$ cat config.mk
export PLATFORM = sky130hd
export DESIGN_NAME = instrument_fetch_arbiter
export DESIGN_NICKNAME = d
export VERILOG_FILES = /design/src/rtl/instrument_fetch_pkg.sv /design/src/rtl/instrument_fetch_arbiter_rr_arbiter.sv /design/src/rtl/instrument_fetch_arbiter.sv
export SDC_FILE = /design/constraint.sdc
export NUM_CORES = 1
export LEC_CHECK = 0
export CORE_MARGIN = 2
export CORE_UTILIZATION = 45
export CTS_CLUSTER_DIAMETER = 30
export DETAILED_ROUTE_END_ITERATION = 8
export PLACE_DENSITY = 0.81
export SLEW_MARGIN = 10
export SYNTH_ARGS = -nofsm -noshare
export SYNTH_HDL_FRONTEND = slang
export SYNTH_SLANG_ARGS = --single-unit
$ cat constraint.sdc
create_clock -name clk -period 3.81 [get_ports clk]
set_input_delay 0.5715 -clock clk [delete_from_list [all_inputs] [get_ports clk]]
set_output_delay 0.5715 -clock clk [all_outputs]
set_load 0.1 [all_outputs]
$ cat src/rtl/instrument_fetch_pkg.sv
// Shared types and constants for the instrument sample fetch arbiter.
package instrument_fetch_pkg;

    typedef enum logic [1:0] {
        IDLE = 2'd0,
        REQ  = 2'd1,
        WAIT = 2'd2
    } fetch_state_t;

    localparam int ADDR_W         = 24;
    localparam int DATA_W         = 16;
    localparam int TIMEOUT_CYCLES = 4096;

endpackage

$ cat src/rtl/instrument_fetch_arbiter_rr_arbiter.sv
// Combinational round-robin picker: first set request at or after ptr_i,
// wrapping. The pointer itself is owned by the parent.
module rr_arbiter #(
    parameter int NUM_INST = 8,
    parameter int IDX_W    = $clog2(NUM_INST)
) (
    input  logic [NUM_INST-1:0] req_i,
    input  logic [IDX_W-1:0]    ptr_i,
    output logic [NUM_INST-1:0] grant_o,
    output logic [IDX_W-1:0]    grant_idx_o,
    output logic                any_grant_o
);

    logic [IDX_W:0]   sum;
    logic [IDX_W-1:0] idx;

    // Scan from the farthest offset down so the nearest hit to ptr_i wins.
    always_comb begin
        grant_o     = '0;
        grant_idx_o = '0;
        any_grant_o = 1'b0;
        sum         = '0;
        idx         = '0;
        for (int k = NUM_INST - 1; k >= 0; k--) begin
            sum = {1'b0, ptr_i} + (IDX_W + 1)'(k);
            if (sum >= (IDX_W + 1)'(NUM_INST)) begin
                sum = sum - (IDX_W + 1)'(NUM_INST);
            end
            idx = sum[IDX_W-1:0];
            if (req_i[idx]) begin
                grant_idx_o = idx;
                any_grant_o = 1'b1;
            end
        end
        if (any_grant_o) begin
            grant_o[grant_idx_o] = 1'b1;
        end
    end

endmodule

$ cat src/rtl/instrument_fetch_arbiter.sv
// Memory-side responder for per-instrument sample address channels.
// Grants one instrument per DRAM read (round-robin, once per sample period),
// buffers returned samples and presents them to the mixer on sample_tick.
// Optional macro FETCH_TIMEOUT_EN: abandon a fetch after TIMEOUT_CYCLES
// cycles in REQ/WAIT without completion.
module instrument_fetch_arbiter #(
    parameter int NUM_INST = 8,
    parameter int ADDR_W   = instrument_fetch_pkg::ADDR_W,
    parameter int DATA_W   = instrument_fetch_pkg::DATA_W
) (
    input  logic                         clk,
    input  logic                         rst,
    input  logic                         sample_tick,
    input  logic [NUM_INST*ADDR_W-1:0]   inst_addr,
    input  logic [NUM_INST-1:0]          inst_addr_valid,
    output logic [NUM_INST-1:0]          inst_addr_ready,
    output logic [ADDR_W-1:0]            mem_addr,
    output logic                         mem_req_valid,
    input  logic                         mem_req_ready,
    input  logic [DATA_W-1:0]            mem_rd_data,
    input  logic                         mem_rd_valid,
    output logic [NUM_INST*DATA_W-1:0]   sample_out,
    output logic                         sample_out_valid
);
    import instrument_fetch_pkg::*;

    localparam int IDX_W = $clog2(NUM_INST);

    fetch_state_t                       state_q, state_d;
    logic [IDX_W-1:0]                   rr_ptr_q, rr_ptr_d;
    logic [IDX_W-1:0]                   grant_idx_q, grant_idx_d;
    logic [NUM_INST-1:0]                served_q, served_d;
    logic [NUM_INST-1:0]                fresh_q, fresh_d;
    logic [NUM_INST-1:0][DATA_W-1:0]    buf_q, buf_d;
    logic [NUM_INST-1:0][DATA_W-1:0]    sout_q, sout_d;
    logic                               sout_vld_q, sout_vld_d;
    logic [NUM_INST-1:0]                ready_q, ready_d;
    logic [ADDR_W-1:0]                  mem_addr_q, mem_addr_d;
    logic                               req_vld_q, req_vld_d;

    logic [NUM_INST-1:0][ADDR_W-1:0]    addr_vec;
    logic [NUM_INST-1:0]                arb_req;
    logic [NUM_INST-1:0]                arb_grant;
    logic [IDX_W-1:0]                   arb_idx;
    logic                               arb_any;

`ifdef FETCH_TIMEOUT_EN
    logic [15:0]                        tmo_cnt_q, tmo_cnt_d;
`endif

    assign addr_vec = inst_addr;
    assign arb_req  = inst_addr_valid & ~served_q;

    rr_arbiter #(
        .NUM_INST (NUM_INST),
        .IDX_W    (IDX_W)
    ) u_rr_arbiter (
        .req_i       (arb_req),
        .ptr_i       (rr_ptr_q),
        .grant_o     (arb_grant),
        .grant_idx_o (arb_idx),
        .any_grant_o (arb_any)
    );

    // Next-state: fetch FSM, per-period bookkeeping and tick snapshot.
    always_comb begin
        state_d     = state_q;
        rr_ptr_d    = rr_ptr_q;
        grant_idx_d = grant_idx_q;
        served_d    = served_q;
        fresh_d     = fresh_q;
        buf_d       = buf_q;
        sout_d      = sout_q;
        sout_vld_d  = 1'b0;
        ready_d     = '0;
        mem_addr_d  = mem_addr_q;
        req_vld_d   = req_vld_q;
`ifdef FETCH_TIMEOUT_EN
        tmo_cnt_d   = (state_q == IDLE) ? '0 : tmo_cnt_q + 16'd1;
`endif
        case (state_q)
            IDLE: begin
                if (arb_any) begin
                    ready_d     = arb_grant;
                    mem_addr_d  = addr_vec[arb_idx];
                    served_d    = served_q | arb_grant;
                    grant_idx_d = arb_idx;
                    rr_ptr_d    = (arb_idx == IDX_W'(NUM_INST - 1)) ? '0 : arb_idx + 1'b1;
                    req_vld_d   = 1'b1;
                    state_d     = REQ;
                end
            end
            REQ: begin
                if (mem_req_ready) begin
                    req_vld_d = 1'b0;
                    state_d   = WAIT;
                end
            end
            WAIT: begin
                if (mem_rd_valid) begin
                    buf_d[grant_idx_q]   = mem_rd_data;
                    fresh_d[grant_idx_q] = 1'b1;
                    state_d              = IDLE;
                end
            end
            default: begin
                req_vld_d = 1'b0;
                state_d   = IDLE;
            end
        endcase
`ifdef FETCH_TIMEOUT_EN
        // Give up on a fetch that has not completed; the channel stays served.
        if (state_q != IDLE && !(state_q == WAIT && mem_rd_valid) &&
            tmo_cnt_q == 16'(TIMEOUT_CYCLES - 1)) begin
            req_vld_d = 1'b0;
            state_d   = IDLE;
        end
`endif
        // Snapshot includes a response landing this cycle, then opens a new period.
        if (sample_tick) begin
            for (int i = 0; i < NUM_INST; i++) begin
                sout_d[i] = fresh_d[i] ? buf_d[i] : '0;
            end
            sout_vld_d = 1'b1;
            served_d   = '0;
            fresh_d    = '0;
        end
    end

    // State registers; reset abandons any in-flight fetch.
    always_ff @(posedge clk or negedge rst) begin
        if (!rst) begin
            state_q     <= IDLE;
            rr_ptr_q    <= '0;
            grant_idx_q <= '0;
            served_q    <= '0;
            fresh_q     <= '0;
            buf_q       <= '0;
            sout_q      <= '0;
            sout_vld_q  <= 1'b0;
            ready_q     <= '0;
            mem_addr_q  <= '0;
            req_vld_q   <= 1'b0;
`ifdef FETCH_TIMEOUT_EN
            tmo_cnt_q   <= '0;
`endif
        end else begin
            state_q     <= state_d;
            rr_ptr_q    <= rr_ptr_d;
            grant_idx_q <= grant_idx_d;
            served_q    <= served_d;
            fresh_q     <= fresh_d;
            buf_q       <= buf_d;
            sout_q      <= sout_d;
            sout_vld_q  <= sout_vld_d;
            ready_q     <= ready_d;
            mem_addr_q  <= mem_addr_d;
            req_vld_q   <= req_vld_d;
`ifdef FETCH_TIMEOUT_EN
            tmo_cnt_q   <= tmo_cnt_d;
`endif
        end
    end

    assign inst_addr_ready  = ready_q;
    assign mem_addr         = mem_addr_q;
    assign mem_req_valid    = req_vld_q;
    assign sample_out       = sout_q;
    assign sample_out_valid = sout_vld_q;

endmodule

== After elaboration in Yosys (flattened, before gate mapping) ==
Index checks and enable logic that the tools add are counted.

* Word-level logic and storage cells: 158
* Register bits: 314

* Mux-type cells: 77
* $lt $le $gt $ge: 20
* Bitwise gates (word level): 5
* Equality and inequality tests: 6
* Reduce and logical (&&, ||, !) cells: 9
* Add/subtract/negate cells: 16

{| class="wikitable"
|+ Operators by type and width
! cell !! number
|-
| two-way mux 128 bit || 2
|-
| two-way mux 16 bit || 9
|-
| bitwise mux 128 bit || 1
|-
| binary-select mux 24 bit (select 3 bit) || 1
|-
| two-way mux 8 bit || 9
|-
| two-way mux 3 bit || 17
|-
| demux 16 bit (select 3 bit) || 1
|-
| < comparator 3 x 4 -> 1 bit, second input constant || 10
|-
| >= comparator 4 bit, second input constant || 7
|-
| binary-select mux 1 bit (select 3 bit) || 8
|-
| two-way mux 24 bit || 1
|-
| subtractor 3 x 1 -> 3 bit, second input constant || 8
|-
| two-way mux 1 bit || 21
|-
| adder 3 x 3 -> 4 bit, second input constant || 4
|-
| OR 8 bit || 2
|-
| adder 3 x 2 -> 4 bit, second input constant || 2
|-
| AND 8 bit || 1
|-
| inverter 8 bit || 1
|-
| demux 1 bit (select 3 bit) || 2
|-
| >= comparator 3 x 1 -> 1 bit, second input constant || 2
|-
| two-way mux 2 bit || 3
|-
| inequality test 2 bit, second input constant || 3
|-
| one-hot mux 2 bit (3 select lines) || 1
|-
| AND reduction 3 bit || 2
|-
| other kinds (12) || 15
|}

== Logic depth before layout (Yosys ltp) ==
Gate-level depths: netlist of run 1.

* Depth after elaboration: 22
* Gate-level depth with buffers: 14
* Gate-level depth less buffers: 11

== By module ==
Synthesis of run 1 repeated with hierarchy kept, for this count alone.

* Cell total of the unflattened synthesis: 1699
* Area total of the unflattened synthesis: 16234.3 um^2

{| class="wikitable"
|+ By module, submodules not included
! module !! cells each !! area each (um^2) !! instances !! seq. area each (um^2)
|-
| instrument_fetch_arbiter || 1550 || 15004.4 || 1 || 7857.5
|-
| rr_arbiter || 149 || 1229.9 || 1 || 0.0
|}

== Worst setup path before layout of run 1 ==
OpenSTA, ideal clock, no wires.

* Path kind: reg2reg
* Start point: reg rr_ptr_q[0]
* End point: reg mem_addr_q[14], in the netlist mem_addr[14]
* Clock period less this slack: 3.662 ns
* Setup time: 0.139 ns
* Path slack: 0.148 ns
* Buffers on the path: 3
* Stages on the path, launching flop included: 15
* Arrival: 3.524 ns
* Path through: dfrtp_1 -> buf_6 -> inv_4 -> ha_1 -> clkbuf_1 -> and4b_1 -> or4_1 -> a221oi_1 -> o311ai_1 -> a32oi_1 -> nor2_1 -> nand3_1 -> clkbuf_1 -> a21oi_1 -> or4b_1

* Cells in the longest elaborated chain, start to end: 15
* Elaborated cells between the ends (all ways): 66

{| class="wikitable"
|+ Ends and longest elaborated chain
! item !! RTL line !! RTL
|-
| start, declared || instrument_fetch_arbiter.sv:30 || <nowiki>logic [IDX_W-1:0] rr_ptr_q, rr_ptr_d;</nowiki>
|-
| start signal, assigned || instrument_fetch_arbiter.sv:149 || <nowiki>rr_ptr_q <= rr_ptr_d;</nowiki>
|-
| adder 3 x 3 -> 4 bit || instrument_fetch_arbiter_rr_arbiter.sv:25 || <nowiki>sum = {1'b0, ptr_i} + (IDX_W + 1)'(k);</nowiki>
|-
| >= comparator 4 bit or subtractor 3 x 1 -> 3 bit (tied branches) || instrument_fetch_arbiter_rr_arbiter.sv:26, instrument_fetch_arbiter_rr_arbiter.sv:27 ||
|-
| two-way mux 3 bit || instrument_fetch_arbiter_rr_arbiter.sv:26 || <nowiki>if (sum >= (IDX_W + 1)'(NUM_INST)) begin</nowiki>
|-
| binary-select mux 1 bit (select 3 bit) || instrument_fetch_arbiter_rr_arbiter.sv:30 || <nowiki>if (req_i[idx]) begin</nowiki>
|-
| two-way mux 1 bit (implied by the code) || instrument_fetch_arbiter_rr_arbiter.sv:30 ||
|-
| two-way mux 3 bit (8 in series) || instrument_fetch_arbiter_rr_arbiter.sv:30 ||
|-
| binary-select mux 24 bit (select 3 bit) || instrument_fetch_arbiter.sv:85 || <nowiki>mem_addr_d = addr_vec[arb_idx];</nowiki>
|-
| two-way mux 24 bit (implied by the code) || instrument_fetch_arbiter.sv:85 ||
|-
| end signal, assigned || instrument_fetch_arbiter.sv:157 || <nowiki>mem_addr_q <= mem_addr_d;</nowiki>
|-
| end, declared || instrument_fetch_arbiter.sv:38 || <nowiki>logic [ADDR_W-1:0] mem_addr_q, mem_addr_d;</nowiki>
|}

Several ways; a longest one is shown, not always the timed one. The select of a mux whose other input is x is not followed.
A chain may end at the register's enable or synchronous reset.

== Worst setup path after layout of run 1 ==
* Start point: reg rr_ptr_q[0]
* End point: reg mem_addr_q[13], in the netlist mem_addr[13]

The elaborated chain is that of the path after synthesis.

==> results of run 1 <==
==> state kept, by name, summed over array words and instances (netlist names) <==
signal and cells:
buf_q 128, fresh_q 8, grant_idx_q 3, inst_addr_ready 8
mem_addr 24, mem_req_valid 1, rr_ptr_q 3, sample_out 128
sample_out_valid 1, served_q 8, state_q 2
==> cell usage in the layout (no fill, tap or decap), types with 5 or more instances in the layout <==
cell type | netlist | routed
nor2_1 | 29 | 27
nand3_1 | 7 | 5
bufinv_16 | 0 | 10
clkbuf_16 | 0 | 66
nor3_1 | 12 | 8
a22o_1 | 66 | 66
nand2_1 | 97 | 97
or4b_1 | 23 | 23
dfrtp_1 | 314 | 313
nand2b_1 | 78 | 78
clkdlybuf4s50_1 | 0 | 380
a2111oi_2 | 5 | 6
buf_6 | 4 | 8
inv_1 | 95 | 94
clkbuf_8 | 0 | 10
mux4_2 | 10 | 10
a31oi_1 | 24 | 24
buf_12 | 0 | 15
mux2i_1 | 33 | 31
inv_6 | 0 | 10
a2111oi_0 | 41 | 36
mux2_2 | 130 | 130
nor2b_1 | 8 | 5
clkinv_2 | 0 | 8
a21oi_1 | 34 | 31
a211oi_1 | 26 | 25
clkinvlp_4 | 0 | 6
buf_4 | 0 | 140
o21a_1 | 10 | 10
o21ai_0 | 148 | 148
==> final timing paths <==
path / start / end / slack [ns]
setup / recovery: rr_ptr_q[0] / mem_addr[13] / 0.16
hold / removal: rst / sample_out[104] / 0.05
setup reg to reg: rr_ptr_q[0] / mem_addr[13] / 0.16
hold reg to reg: buf_q[70] / buf_q[70] / 0.49
max in group asynchronous: rst / mem_addr[7] / 2.85
min in group clk: sample_tick / sample_out[106] / 0.36
==> worst max-delay path, stage by stage, from the launching register on <==
cell and delay, ns:
dfrtp_2 0.43, inv_4 0.11, ha_4 0.21, buf_12 0.15, and4b_1 0.23, o41ai_1 0.34, buf_4 0.19, a221oi_4 0.06
o311ai_1 0.29, a32oi_1 0.18, buf_4 0.16, o21ai_2 0.16, buf_6 0.18, buf_6 0.18, a211oi_1 0.08, or4b_1 0.54
==> power by group <==
group / leakage [uW] / internal, uW / total [uW] / switching [uW]
sequential: 0.00425 / 4100 / 4490 / 390
clock: 0.00115 / 4090 / 6070 / 1980
combinational: 0.00473 / 5560 / 12800 / 7260
==> cell families (layout without fill, tap and decap cells) <==
| logic type | after synthesis | after routing |
|---|---|---|
| AO/OA/AOI/OAI | 398 | 398 |
| XOR/XNOR | 6 | 6 |
| adder cells (fa/ha/maj) | 2 | 2 |
| buffers and inverters | 193 | 763 |
| flip-flops | 314 | 314 |
| multiplexers | 173 | 173 |
| other | 0 | 4 |
| AND/OR/NAND/NOR | 283 | 283 |
==> Yosys cell counts, drive strengths merged (3+ instances only) <==
cell / count / area, um^2
a211oi: 26 / 195
o22a: 3 / 26.3
o21a: 10 / 75.1
o22ai: 4 / 25.0
mux4: 10 / 225
a31oi: 24 / 150
dfrtp: 314 / 7860
xnor2: 4 / 35.0
inv: 97 / 367
nand3b: 4 / 30.0
nand2: 98 / 370
nor3: 12 / 60.1
a22o: 66 / 578
o41ai: 4 / 35.0
mux2: 130 / 1460
nor4bb: 4 / 40.0
nand2b: 78 / 488
a21oi: 34 / 170
or4b: 23 / 230
clkbuf: 77 / 289
nor2: 29 / 109
nand3: 7 / 35.0
o21ai: 151 / 756
mux2i: 33 / 330
nor4b: 3 / 26.3
nor2b: 8 / 50.1
a2111oi: 46 / 434
a21o: 3 / 22.5
nand4: 3 / 18.8
buf: 19 / 119
==> what timing repair did <==
action                                 4_1_cts  5_1_grt
setup endpoints to repair                   20       25
resized for setup                            5       34
setup buffers                                0        2
endpoints found under the hold margin        0        0
pin swaps                                    0        7
gates cloned                                 0        1
==> area by class of cell <==
type / count / area share
flip-flops and latches: 314 / 0.342
diodes: 4 / 0.000435
repair buffers: 546 / 0.230
clock inverters: 41 / 0.0243
clock buffers: 79 / 0.0783
multi-input cells: 862 / 0.286
inverters: 97 / 0.0159
well taps: 442 / 0.0240
==> through the flow <==
stage               setup slack (ns)   util  total power, uW  TNS (ns)
detailed placement            -0.520  0.625            16700     -9.44
CTS                         0.000635  0.698            22900         0
global placement              -0.408  0.625            16500     -7.58
finish                         0.157  0.703            23400         0
global route                 0.00192  0.703            24500         0
floorplan                      0.148      -            11600         0
==> layer usage <==
layer / track usage / routed length (um) / part of all wire
met1: 0.421 / 23200 / 0.40
met2: 0.539 / 27500 / 0.48
met3: 0.0722 / 4600 / 0.079
met4: 0.142 / 2500 / 0.043
met5: 0 / 11 / 0.00019
==> results.yml, run 1 <==
critical_path:
  worstPathRequired_ns: 4.23
  path_class: "register to register"
  cp.arrival_ns: 4.08
  reg2regPathDepth: 15
  cp_max_fo: 21
  critPathCaptureType: "register"
  crit_path_start_kind: "register"
detailed_routing:
  drtPass1Iterations: 6
  antenna_left: 0
  first_iter_violations: 1050
  drc: 0
  drt_wl_total_um: 57800
  vias_per_cell: 5.77
  wl_per_cell_um: 24.2
  vias: 13800
synth:
  yosysUniqueCellTypes: 67
  syn_area_mm2: 0.0150
  synth_top_flop_cell: "dfrtp_1"
  synthSimpleGateAreaFrac: 0.104
  synth-seq-cells: 314
  synth_warnings: 0
  syn-num-nets: 1592
  syn_inst: 1369
  synth_xor_area_frac: 0.00350
  synth_seq_area_share: 0.524
  synth_edf_count: 0
  synth_compound_gate_area_share: 0.181
  synthAdderAreaFrac: 0.00167
  synth_top_family_by_area: "compound AO/OA/AOI/OAI gates"
  synth_mux_area_frac: 0.135
  ys_async_sr_fraction: 1.00
  syn_area_per_cell_um2: 11.0
power:
  powerDensity_mw_per_mm2: 1020
  p_leak_uw: 0.0101
  peakVddDrop_mv: 0.715
status:
  status: "finished clean"
global_routing:
  grt_overflow_total: 0
  grt_max_degree: 99
  grt_first_pass_wirelength_um: 88200
  gr-usage-all-layers: 0.329
  grt_pass1_vias: 14300
  antenna_found_initial: 5
timing:
  drv_slew: 0
  rsz0062_at_grt: "false"
  skew_ns: 0.0288
  worstMarginPinSlew_ns: 1.10
  hold_viol_final: 0
  setup_viol: 0
  slew_headroom: 0.263
  fin_crit_ns: 3.65
  max_freq_mhz: 274
  hold_ws_ns: 0.0461
  final.period_utilization: 0.959
clocking:
  htreeDepth: 3
  cts_sinks: 314
  clock-root-buffer: "clkbuf_16"
  hold_buffers: 0
  clk_latency_ns: 0.58
  cts_tree: "done"
  cts_max_path_buffers: 3
  cts_buffers: 66
  clkTransAtPathRegs_ns: 0.05
floorplanning:
  die_y_um: 187
  pin_count: 383
  start_util: 0.459
  rows: 66
  core_area_mm2: 0.0327
  die_area_mm2: 0.0348
  die_w_um: 187
job:
  max-cap-violations: 0
finish:
  multi_input_area_mm2: 0.00657
  drive_gt1_frac: 0.240
  final_area_mm2: 0.0230
  seqCellArea_mm2: 0.00786
  areaGrowthSynthToFinish_pct: 53.3
  fin_nets: 2110
  final_cells: 2385
  num-fill-cells: 2345
place:
  dp.cells: 2258
  io_buffers: 382
  placed_area_mm2: 0.0204
  gp_congestion: 1.01
  dp_hpwl_um: 40200
min_path:
  hold_path_class: "input pin to asynchronous set/reset pin"
Note: power is estimated with default switching activity, not from simulation.
==> run 2, diff against run 1 <==
--- a/config.mk
+++ b/config.mk
@@ -9,6 +9,8 @@
 export CORE_UTILIZATION = 45
 export CTS_CLUSTER_DIAMETER = 30
 export DETAILED_ROUTE_END_ITERATION = 8
+export HOLD_SLACK_MARGIN = 0.15
+export MAX_ROUTING_LAYER = met4
 export PLACE_DENSITY = 0.81
 export SLEW_MARGIN = 10
 export SYNTH_ARGS = -nofsm -noshare
==> run 2 against run 1 <==
Sequential power about the same. Non-clock buffer count rose by 6. Global-route usage grew 1.8 points. Clock-buffer cell count is 12 lower. Largest cell class unchanged.
==> results.yml, run 2 (synthesized netlist as in run 1, its figures left out) <==
job:
  max-cap-violations: 0
critical_path:
  critPathCaptureType: "register"
  path_class: "register to register"
  crit_path_start_kind: "register"
  cp_max_fo: 23
  worstPathRequired_ns: 4.24
  cp.arrival_ns: 4.14
global_routing:
  gr-usage-all-layers: 0.347
  grt_max_degree: 130
  grt_pass1_vias: 14300
  antenna_found_initial: 5
  grt_overflow_total: 0
  grt_first_pass_wirelength_um: 90500
timing:
  rsz0062_at_grt: "true"
  slew_headroom: 0.273
  worstMarginPinSlew_ns: 1.09
  drv_slew: 0
  setup_viol: 0
  fin_crit_ns: 3.71
  fin_tns_setup_ns: 0
  max_freq_mhz: 269
  final.period_utilization: 0.975
  skew_ns: 0.0332
  hold_viol_final: 0
floorplanning:
  die_area_mm2: 0.0348
  pin_count: 383
  rows: 66
  die_w_um: 187
  die_y_um: 187
  start_util: 0.459
  core_area_mm2: 0.0327
detailed_routing:
  first_iter_violations: 1229
  drtPass1Iterations: 5
  vias: 13900
  vias_per_cell: 5.83
  drc: 0
  antenna_left: 0
  wl_per_cell_um: 25.3
  drt_wl_total_um: 60400
place:
  io_buffers: 382
  dp_hpwl_um: 41600
  gp_congestion: 1.03
power:
  p_leak_uw: 0.0101
  total_power_uw: 23500
  peakVddDrop_mv: 0.589
  powerDensity_mw_per_mm2: 1020
finish:
  fin_nets: 2110
  areaGrowthSynthToFinish_pct: 53.6
  final_cell_mix: "clkdlybuf4s50_1, dfrtp_1, buf_4, o21ai_0, mux2_2"
  final_common_cell: "clkdlybuf4s50_1"
  drive_gt1_frac: 0.249
  num-fill-cells: 2309
clocking:
  clock-root-buffer: "clkbuf_16"
  cts_sinks: 314
  clkTransAtPathRegs_ns: 0.05
  cts_buffers: 60
  htreeDepth: 2
  clk_latency_ns: 0.59
  cts_max_path_buffers: 3
  cts_tree: "done"
status:
  status: "finished clean"
min_path:
  hold_path_class: "input pin to register"
-- run 2: cell count changes in the layout (fill, tap and decap cells not counted), sizes merged --
cell	change
bufinv	-5
clkbuf	-7
clkinv	+5
clkinvlp	-1
diode	+1
dlygate4sd3	+1
inv	+5
-- run 2: per-stage QoR --
stage	area [um^2]	hold slack, ns	util	cells	setup WS [ns]
2_1_floorplan	15000	0.276	-	1369	0.148
3_5_place_dp	20400	0.481	0.625	2253	-0.811
5_1_grt	23000	0.473	0.705	2384	-0.0511
4_1_cts	22600	0.452	0.692	2368	0.0141
3_3_place_gp	20400	0.473	0.625	2253	-0.679
6_report	23000	0.469	0.705	2384	0.0958
-- run 2: area by class of cell --
type,count,area [um^2],area share
Clock buffer,67,1600,0.0694
Antenna cell,5,12.5,0.000543
Clock inverter,45,499,0.0217
Inverter,97,367,0.0159
Multi-Input combinational cell,862,6750,0.293
Timing Repair Buffer,552,5420,0.235
Tap cell,442,553,0.0240
Sequential cell,314,7860,0.341
-- run 2: final timing paths --
check                       startpoint         endpoint  slack, ns  cells past startpoint
setup / recovery           rr_ptr_q[0]     mem_addr[10]        0.1                     14
hold / removal             sample_tick   sample_out[64]       0.47                      3
setup reg to reg           rr_ptr_q[0]     mem_addr[10]        0.1                     14
hold reg to reg              buf_q[65]        buf_q[65]       0.49                      1
max in group asynchronous          rst      mem_addr[7]       2.15                      3
min in group asynchronous          rst  sample_out[101]       0.70                      2
-- run 2: worst max-delay path, stage by stage, from the launching register on --
cell and delay (ns):
dfrtp_2 0.44, buf_4 0.20, buf_4 0.20, nor2b_1 0.16, buf_4 0.14, a22o_1 0.23
nor3_2 0.28, o22ai_1 0.18, a21boi_4 0.23, buf_6 0.23, a2111oi_0 0.11, a2111oi_2 0.40
buf_4 0.17, a211oi_1 0.04, or4b_1 0.53
-- run 2: repair_timing --
action / in CTS / in global routing
setup buffers: 2 / 5
gates cloned: 0 / 6
pin swaps: 3 / 12
setup endpoints to repair: 26 / 24
hold buffers: 1 / 0
hold endpoints to repair: 11 / 0
resized for setup: 15 / 55
-- run 2: layer usage --
layer	routed length [um]	GRT usage
met5	0	-
met4	2310	0.120
met3	4630	0.0670
met2	29200	0.563
met1	24300	0.435
-- run 2: report_power, final --
group          switching [uW]  internal, uW
logic                    7670          5860
clock network            1980          3430
registers                 413          4100
